File: config.mk
export PLATFORM = sky130hd
export DESIGN_NAME = int_ctrl
export DESIGN_NICKNAME = d
export VERILOG_FILES = /design/src/rtl/int_ctrl_pkg.sv /design/src/rtl/int_prio_sel.sv /design/src/rtl/int_ctrl.sv
export SDC_FILE = /design/constraint.sdc
export NUM_CORES = 1
export LEC_CHECK = 0
export ABC_AREA = 1
export BUFFER_PORTS_ARGS = -buffer_cell sky130_fd_sc_hd__buf_2
export CAP_MARGIN = 40
export CORE_MARGIN = 2
export CORE_UTILIZATION = 54
export DETAILED_ROUTE_END_ITERATION = 8
export PLACE_DENSITY_LB_ADDON = 0.08
export RECOVER_POWER = 25
export SLEW_MARGIN = 10
export SYNTH_ARGS = -nofsm -noshare
export SYNTH_HDL_FRONTEND = slang
export SYNTH_SLANG_ARGS = --single-unit
File: constraint.sdc
create_clock -name clk -period 3.57 [get_ports clk]
set_input_delay 0.714 -clock clk [delete_from_list [all_inputs] [get_ports clk]]
set_output_delay 0.714 -clock clk [all_outputs]
set_load 0.01 [all_outputs]
File: src/rtl/int_ctrl_pkg.sv
// Shared types and constants for the interrupt controller slice.
// Imported by the top level and the priority selector.
package int_ctrl_pkg;

  localparam int DEF_N_SRC = 4;

  localparam int SRC_TIMER = 0;
  localparam int SRC_EXT   = 1;

  typedef enum logic [1:0] {
    IDLE    = 2'd0,
    OFFER   = 2'd1,
    SERVICE = 2'd2
  } state_e;

endpackage

File: src/rtl/int_prio_sel.sv
// Combinational winner picker: lowest eligible index, or a round-robin
// search starting just after the last granted source.
module int_prio_sel
  import int_ctrl_pkg::*;
#(
  parameter int N_SRC = DEF_N_SRC,
  parameter int ID_W  = $clog2(N_SRC)
) (
  input  logic [N_SRC-1:0] eligible,
  input  logic [ID_W-1:0]  last_grant,
  input  logic             mode,
  output logic             valid,
  output logic [ID_W-1:0]  id
);

  int                 start;
  logic [2*N_SRC-1:0] dbl;
  logic [N_SRC-1:0]   rot;

  always_comb begin
    // NOTE: every output gets a default before any branch, so no latch is inferred.
    valid = 1'b0;
    id    = '0;
    start = mode ? (int'(last_grant) + 1) % N_SRC : 0;
    // Rotating the request vector turns the wrap-around search into a lowest-bit search.
    dbl   = {eligible, eligible} >> start;
    rot   = dbl[N_SRC-1:0];
    for (int k = 0; k < N_SRC; k++) begin
      if (!valid && rot[k]) begin
        valid = 1'b1;
        id    = ID_W'((start + k) % N_SRC);
      end
    end
  end

endmodule

File: src/rtl/int_ctrl.sv
// Interrupt controller: synchronise and edge-capture sources, mask, arbitrate,
// and hand one interrupt at a time to the CPU with a take/done handshake.
module int_ctrl
  import int_ctrl_pkg::*;
#(
  parameter int               N_SRC       = DEF_N_SRC,
  parameter int               ID_W        = $clog2(N_SRC),
  parameter bit               PRIO_RR     = 1'b0,
  parameter int               SYNC_STAGES = 2,
  parameter logic [N_SRC-1:0] EN_RESET    = '1
) (
  input  logic             clk,
  input  logic             rstn,
  input  logic [N_SRC-1:0] src_int,
  output logic [N_SRC-1:0] src_ack,
  input  logic             en_we,
  input  logic [N_SRC-1:0] en_wdata,
  output logic [N_SRC-1:0] en_mask,
  output logic [N_SRC-1:0] pending,
  output logic             irq,
  output logic [ID_W-1:0]  irq_id,
  input  logic             irq_take,
  input  logic             irq_done,
  output logic             in_service
);

  logic [N_SRC-1:0] rise;
  logic [N_SRC-1:0] eligible;
  logic [N_SRC-1:0] id_onehot;
  logic [N_SRC-1:0] claim;
  logic [ID_W-1:0]  last_grant;
  logic [ID_W-1:0]  win_id;
  logic             win_valid;
  logic             offer_ok;
  logic             take_fire;
  state_e           state;

  for (genvar i = 0; i < N_SRC; i++) begin : g_sync
    logic [SYNC_STAGES-1:0] chain;
    logic                   prev;

    always_ff @(posedge clk or negedge rstn) begin
      if (!rstn) begin
        chain <= '0;
        prev  <= 1'b0;
      end else begin
        // NOTE: non-blocking assignments so every flop samples the pre-edge value.
        chain <= {chain[SYNC_STAGES-2:0], src_int[i]};
        prev  <= chain[SYNC_STAGES-1];
      end
    end

    assign rise[i] = chain[SYNC_STAGES-1] & ~prev;
  end

  assign eligible  = pending & en_mask;
  assign offer_ok  = eligible[irq_id];
  assign take_fire = (state == OFFER) && offer_ok && irq_take;
  assign id_onehot = N_SRC'(1) << irq_id;
  assign claim     = take_fire ? id_onehot : '0;

  // A rise arriving on the claim edge is ORed in after the clear, so it survives.
  always_ff @(posedge clk or negedge rstn) begin
    if (!rstn) begin
      pending <= '0;
      en_mask <= EN_RESET;
    end else begin
      pending <= (pending & ~claim) | rise;
      if (en_we) en_mask <= en_wdata;
    end
  end

  int_prio_sel #(
    .N_SRC (N_SRC),
    .ID_W  (ID_W)
  ) u_prio_sel (
    .eligible   (eligible),
    .last_grant (last_grant),
    .mode       (PRIO_RR),
    .valid      (win_valid),
    .id         (win_id)
  );

  always_ff @(posedge clk or negedge rstn) begin
    if (!rstn) begin
      state      <= IDLE;
      irq        <= 1'b0;
      irq_id     <= '0;
      in_service <= 1'b0;
      src_ack    <= '0;
      last_grant <= ID_W'(N_SRC - 1);
    end else begin
      src_ack <= '0;
      case (state)
        IDLE: begin
          if (win_valid) begin
            irq_id <= win_id;
            irq    <= 1'b1;
            state  <= OFFER;
          end
        end
        OFFER: begin
          // The offer is frozen; only masking the offered source withdraws it.
          if (!offer_ok) begin
            irq   <= 1'b0;
            state <= IDLE;
          end else if (take_fire) begin
            src_ack    <= id_onehot;
            irq        <= 1'b0;
            in_service <= 1'b1;
            state      <= SERVICE;
            if (PRIO_RR) last_grant <= irq_id;
          end
        end
        SERVICE: begin
          if (irq_done) begin
            in_service <= 1'b0;
            state      <= IDLE;
          end
        end
        default: state <= IDLE;
      endcase
    end
  end

endmodule

# Word level (Yosys, flattened, before mapping)
# Index checks and enable logic that the tools add are counted.
# classes
n_lt_le_gt_ge,1
eq_ne,7
n_shift,1
n_mux,25
bitwise_logic,12
reduce_logical,15
# ops
cell,count
2-to-1 mux 1 bit,12
2-to-1 mux 2 bit,6
2-to-1 mux 4 bit,3
AND 4 bit,2
"!= test 2 bit, second input constant",3
one-hot mux 2 bit (3 select lines),1
AND reduction 3 bit,2
logical AND 1 bit,5
AND 1 bit,4
NOT 1 bit,4
NOT 4 bit,1
OR 4 bit,1
one-hot mux 1 bit (2 select lines),2
AND reduction 4 bit,1
nonzero test 2 bit,2
"<< shifter 1 x 2 -> 4 bit, first input constant",1
zero test 1 bit,3
"< comparator 2 x 3 -> 1 bit, second input constant",1
"!= test 3 bit, second input constant",1
binary-select mux 1 bit (select 2 bit),1
"equality test 2 x 1 -> 1 bit, second input constant",1
"equality test 2 bit, second input constant",1
zero test 2 bit,1
"!= test 2 x 1 -> 1 bit, second input constant",1
AND reduction 2 bit,1
# word_totals
register_bits,30
input_bits,13
output_inout_bits,16
wordCells,76

# Longest topological paths before layout
# Gate-level depths: netlist of the first run.
# depth
depth_word,13
mapped_depth,7
mapped_depth_nobuf,7

# Modules after synthesis
# From an unflattened synthesis of the first run, not the netlist that was laid out.
# unflattened
cells_unflattened,178
hier_area_um2,1442.6
# modules_own_cells
module,n_inst,cells_per_inst,area_per_inst_um2,seq_area_each_um2
int_ctrl,1,104,1104.8,755.7
int_prio_sel,1,74,337.8,0.0

# Worst setup path after synthesis of the first run
# No wires, ideal clock.
# synth_path
path_kind,register to register
start,register en_mask[1]
end,register pending[0]
setup_ns,0.117
arrival_ns,1.142
required_time_ns,3.453
path_slack_ns,2.312
path_stages_with_launch,8
path_buffers,0
period_less_slack_ns,1.258
path_cell_list,dfstp_2 -> nand2_1 -> nand3_1 -> nand2_2 -> nor2_4 -> nand4_1 -> nand2_1 -> nand2_1
# synth_via
elab_chain_cells,9
# synth_lines
item,line_no,text
from (decl),int_ctrl.sv:18,"output logic [N_SRC-1:0] en_mask,"
from (signal assigned),int_ctrl.sv:69,if (en_we) en_mask <= en_wdata;
AND 4 bit,int_ctrl.sv:56,assign eligible = pending & en_mask;
binary-select mux 1 bit (select 2 bit),int_ctrl.sv:57,assign offer_ok = eligible[irq_id];
2-to-1 mux 1 bit (implied by the code),int_ctrl.sv:57,
logical AND 1 bit (2 in series),int_ctrl.sv:58,assign take_fire = (state == OFFER) && offer_ok && irq_take;
2-to-1 mux 4 bit,int_ctrl.sv:60,assign claim = take_fire ? id_onehot : '0;
NOT 4 bit,int_ctrl.sv:68,pending <= (pending & ~claim) | rise;
AND 4 bit,int_ctrl.sv:68,
OR 4 bit,int_ctrl.sv:68,
to (signal assigned),int_ctrl.sv:68,
to (decl),int_ctrl.sv:19,"output logic [N_SRC-1:0] pending,"
# No other way between the ends. The select of a mux whose other input is x is not followed.
# A chain may end at the register's enable or synchronous reset.

# Final worst setup path of the first run
# layout_path
start,register en_mask[3]
end,output en_mask[3]
# No word-level cell between the ends.

==> results of run 1 <==
-- cell families (layout without fill, tap and decap cells) --
family / Yosys count / count (layout) / share of synthesized area, %
buffers and inverters: 16 / 52 / 5.357
muxes: 4 / 4 / 4.018
and+or+nand+nor: 42 / 42 / 17.97
AOI/OAI and AO/OA: 7 / 7 / 5.247
DFF: 30 / 30 / 67.41
-- registers in the layout, summed over array words and instances, names as in the netlist --
signal        flops
src_ack           4
en_mask           4
g_sync.chain      8
irq               1
in_service        1
pending           4
state             2
g_sync.prev       4
irq_id            2
-- cell type report --
class / count / area, um2
Sequential cell: 30 / 755.7
Clock buffer: 8 / 78.83
Multi-Input combinational cell: 53 / 305.3
Inverter: 16 / 60.06
Timing Repair Buffer: 28 / 137.6
Tap cell: 27 / 33.78
Fill cell: 159 / 590.6
-- power by group through the flow --
stage / combinational (mW) / sequential, mW / clock [mW]
4_1_cts: 0.289 / 0.446 / 0.247
2_1_floorplan: 0.177 / 0.469 / 0
3_3_place_gp: 0.278 / 0.451 / 0
3_5_place_dp: 0.287 / 0.453 / 0
5_1_grt: 0.315 / 0.456 / 0.266
6_report: 0.285 / 0.446 / 0.242
-- stage by stage --
step	setup slack [ps]	instances	util, %
floorplan	2312	99	-
global placement	2222	154	66.01
detailed placement	2165	154	66.01
CTS	1850	162	70.03
global route	1620	162	69.90
finish	1858	162	69.90
-- worst register-to-register path: stages, from the launching register on --
cell     delay [ps]
dfstp_2         550
nand2_1         120
nand3_1         120
nand2_2          70
nor2_4          160
nand4_1         140
nand2_1          90
nand2_1          50
-- layer usage --
metal,vias up,GRT usage [%],part of all wire [%]
met1,361,22.54,44
met2,33,26.44,45
met4,0,11.57,2.9
met3,6,7.273,7.3
met5,-,0,0
li1,383,-,-
-- worst paths after layout --
path	endpoint	slack [ps]	start	depth (start not counted)
worst max-delay path	en_mask[3]	1860	en_mask[3]$_DFFE_PN1P_	1
worst min-delay path	g_sync[2].chain[1]$_DFF_PN0_	350	g_sync[2].chain[0]$_DFF_PN0_	0
worst max register to register	pending[2]$_DFF_PN0_	2170	en_mask[1]$_DFFE_PN1P_	7
worst min register to register	g_sync[2].chain[1]$_DFF_PN0_	350	g_sync[2].chain[0]$_DFF_PN0_	0
max in group asynchronous	g_sync[1].prev$_DFF_PN0_	1990	rstn	1
min in group asynchronous	state[1]$_DFFE_PN0P_	720	rstn	1
-- cells in the final DEF, fill, tap and decap left out --
| cell type | instances |
|---|---|
| buf_2 | 26 |
| a21oi_2 | 2 |
| nor3b_1 | 1 |
| clkbuf_8 | 3 |
| dfstp_2 | 4 |
| o21a_1 | 1 |
| a21oi_4 | 1 |
| nand3_2 | 1 |
| clkbuf_4 | 5 |
| nand4_1 | 5 |
| o21ai_0 | 2 |
| nor2_4 | 1 |
| dfrtp_1 | 26 |
| nand2_1 | 23 |
| o31ai_1 | 1 |
| nand3b_2 | 1 |
| nand3_1 | 3 |
| inv_1 | 16 |
| nand2_2 | 1 |
| clkbuf_1 | 2 |
| mux2_2 | 4 |
| nor2_1 | 6 |
==> out/results.ini, run 1 <==
[clock_tree]
htreeDepth=2
hold_buffers=0
cts_setup_buffers=0
cts_sinks=30
clock_latency_ps=330
numCtsBuffers=5
clock_path_buffers=2
cts_tree=built
cts.clk_slew.worst_paths_ps=90
post_cts_resized=0
clockRootBuffer=clkbuf_4

[place]
gp_congestion=0.8517
dpl_cell_area_mm2=0.001295
dp.final_hpwl_um=1393
io_buffers=28

[worst_setup_path]
critPathArrivalTime_ps=1000
crit_fanout=3
path_buf_inv=1
slowest_stage=dfstp_2
crit_family=flip-flops
crit_chain=buf_2
required_ps=2860
slowest_delay_ps=550
critPathKind=flop to output port
worstSetupEndpointType=output port
cp-start-kind=flop

[power]
combPwrFrac_pct=29.3
peakVddDrop_v=0.0005089
pwr-share-clk_pct=24.9
pwr-share-seq_pct=45.8
p_total_uw=973.1
p_int_uw=645.5
switchingPower_uw=327.6
p_sw_share_pct=33.66
powerDensity_mw_per_mm2=709.6
p_leak_nw=0.7399

[sta]
finalClockSkew_ps=11.75
period_needed_ps=1712
relSlewSlack_pct=2.296
fmax_mhz=584.2
setup_viol=0
worst_slew_pin_slew_ps=1466
timing.setup.tns_ps=0
final_max_slew_viol_count=0
fin_crit_sh_pct=47.95
rsz0062_at_grt=false
finalHoldViolCount=0
hold_slack_ps=353.9

[global_route]
first_global_vias=715
grt_antenna_before_repair=0
grt_max_degree=31
grt_usage_pct=18.22
overflow=0
grt_pass1_wl_um=3180

[run]
maxCapViolations=0

[min_path]
hold_path_class=flop to flop

[drt]
dr.first_iter.drc_count=9
firstDrtPassIters=4
vias=783
drc=0
vias_per_cell=4.833
wl_um=1845
routedWlPerCell_um=11.39
ant_nets=0

[floorplanning]
dieArea_mm2=0.002457
start_util_pct=57.14
io_pins=29
row_count=16
design.core.area_mm2=0.001962
dieHeight_um=49.57
chipWidth_um=49.57

[logic_synthesis]
syn-cell-area_mm2=0.001121
synth_top_area_cell=dfrtp_1
yosysWarnings=0
ys_seq_area_share_pct=67.41
yosys-top-cells-count=26 x dfrtp_1, 23 x nand2_1, 16 x inv_1, 6 x nor2_1, 5 x nand4_1
synth.area.top_cells=dfrtp_1 58%, dfstp_2 9.4%, nand2_1 7.7%
synth_cell_type_count=18
synth_top_area_share_pct=58.04
ys.flop_type=dfrtp_1
async_flop_share_pct=100.0
synth_seq_cells=30
syn_nets=112
syn-instance-count=99
yosysMostFrequentCell=dfrtp_1
synth-edff-count=0
avgSynthCellArea_um2=11.32

[finish]
finalNetCount=147
diodes=0
areaGrowthSynthToFinish_pct=22.32
layout-drive-gt1-share_pct=36.30
postLayoutCellArea_mm2=0.001371

[outcome]
outcome=finished clean

Note: power is estimated with default switching activity, not from simulation.
==> inputs of run 2 (changes only) <==
Settings changed: CORE_UTILIZATION 54 to 45.
Clock period 3.57 ns to 1.5 ns, I/O delays scaled along.
==> out/results.ini, run 2 (synthesis results as in run 1) <==
[outcome]
outcome=finished clean

[floorplanning]
design.core.area_mm2=0.002410  ; +23%
dieArea_mm2=0.002906  ; +18%
start_util_pct=46.52  ; -11 points
chipWidth_um=53.91  ; +8.8%
io_pins=29  ; unchanged
dieHeight_um=53.91  ; +8.8%
row_count=18  ; +2

[clock_tree]
clockRootBuffer=clkbuf_4
cts.clk_slew.worst_paths_ps=90  ; about the same
clock_latency_ps=330  ; about the same
cts_tree=built
htreeDepth=2  ; unchanged
clock_path_buffers=2  ; unchanged
cts_sinks=30  ; unchanged
numCtsBuffers=5  ; unchanged

[sta]
hold_slack_ps=73.89  ; -280.0 ps
finalClockSkew_ps=8.967  ; -2.778 ps
fmax_mhz=728.0
rsz0062_at_grt=false
final_max_slew_viol_count=0  ; unchanged
finalHoldViolCount=0  ; unchanged
setup_viol=0  ; unchanged
worst_slew_pin_slew_ps=717.9  ; -747.7 ps
period_needed_ps=1374
timing.setup.tns_ps=0  ; unchanged
relSlewSlack_pct=52.14  ; +50 points
fin_crit_sh_pct=91.58

[global_route]
grt_max_degree=31  ; unchanged
grt_antenna_before_repair=0  ; unchanged
grt_pass1_wl_um=3325  ; +4.6%
grt_usage_pct=17.46  ; -0.76 points
first_global_vias=745  ; +4.2%
overflow=0  ; unchanged

[finish]
finalNetCount=149  ; +1.4%
layout-drive-gt1-share_pct=35.77  ; -0.53 points
top_register=g_sync.chain
diodes=0  ; unchanged
final_cells=167  ; +3.1%
areaGrowthSynthToFinish_pct=24.44
final_cell_mix=27 x buf_2, 26 x dfrtp_1, 23 x nand2_1
final_common_cell=buf_2
utilization_pct=57.89  ; -12 points
largest_reg_flops=8  ; unchanged
postLayoutCellArea_mm2=0.001395  ; +1.7%

[worst_setup_path]
required_ps=1770  ; -1090 ps
path_buf_inv=2  ; +1
critPathArrivalTime_ps=1650  ; +650 ps
slowest_stage=dfstp_2
crit_chain=nand2_1, nand3_1, nand2_2, nor2_4, nand4_1, buf_4, inv_1
critPathKind=flop to flop
worstSetupEndpointType=flop
slowest_delay_ps=550  ; about the same
crit_fanout=6  ; +3
cp-start-kind=flop
crit_family=simple AND/OR/NAND/NOR gates

[drt]
vias=771  ; -1.5%
routedWlPerCell_um=11.47  ; +0.69%
dr.first_iter.drc_count=11  ; +2
vias_per_cell=4.617  ; -4.5%
drc=0  ; unchanged
wl_um=1915  ; +3.8%
ant_nets=0  ; unchanged
firstDrtPassIters=4  ; unchanged

[power]
p_leak_nw=0.7524  ; +1.7%
peakVddDrop_v=0.0009564  ; +88%
powerDensity_mw_per_mm2=1677  ; +140%

[place]
io_buffers=28  ; unchanged
gp_congestion=0.8652  ; +1.6%
dp.final_hpwl_um=1401  ; +0.60%
dpl_cell_area_mm2=0.001299  ; +0.29%
place_inst=157  ; +1.9%

[min_path]
hold_path_class=input port to flop

[run]
maxCapViolations=0  ; unchanged

-- run 2: changes by cell type in the layout (fill, tap and decap cells not counted), sizes merged --
cell,delta
buf,+2
clkbuf,-1
dlygate4sd3,+1
-- run 2: stage by stage --
step           total power [mW]  worst slack, ps
6_report                  2.339            126.4
5_1_grt                   2.534            1.947
4_1_cts                   2.376            115.3
3_5_place_dp              1.769            129.9
3_3_place_gp              1.752            127.4
2_1_floorplan             1.536            241.7
-- run 2: power breakdown --
part	switching, mW	internal [mW]
Sequential	0.106	0.958
Combinational	0.426	0.260
Clock	0.268	0.320
-- run 2: per-layer routing --
layer | track usage [%] | wire length (um) | up-vias
met5 | 0 | 0 | -
met4 | 7.692 | 25 | 0
met3 | 10.56 | 171 | 2
met2 | 25.20 | 833 | 31
met1 | 20.73 | 885 | 354
li1 | - | - | 384
-- run 2: area by class of cell --
| cell class | instances | area, um2 |
|---|---|---|
| clock buffer | 8 | 78.83 |
| fill | 207 | 1015 |
| inverter | 16 | 60.06 |
| tap | 30 | 37.54 |
| multi-input combinational | 53 | 305.3 |
| sequential | 30 | 755.7 |
| timing repair buffer | 30 | 157.7 |
-- run 2: final timing paths --
kind,depth (start not counted),startpoint,slack (ps),end
max reg2reg,7,en_mask[1]$_DFFE_PN1P_,130,src_ack[1]$_DFF_PN0_
min in group asynchronous,2,rstn,550,irq_id[0]$_DFFE_PN0P_
max,7,en_mask[1]$_DFFE_PN1P_,130,src_ack[1]$_DFF_PN0_
max in group asynchronous,2,rstn,490,g_sync[3].chain[1]$_DFF_PN0_
min,1,src_int[1],70,g_sync[1].chain[0]$_DFF_PN0_
min reg2reg,0,g_sync[0].chain[0]$_DFF_PN0_,360,g_sync[0].chain[1]$_DFF_PN0_
-- run 2: repair_timing --
action	in CTS	in global routing
hold buffers	1	0
setup buffers	0	1
setup endpoints to repair	0	1
endpoints found under the hold margin	19	0
gates resized for setup	0	0
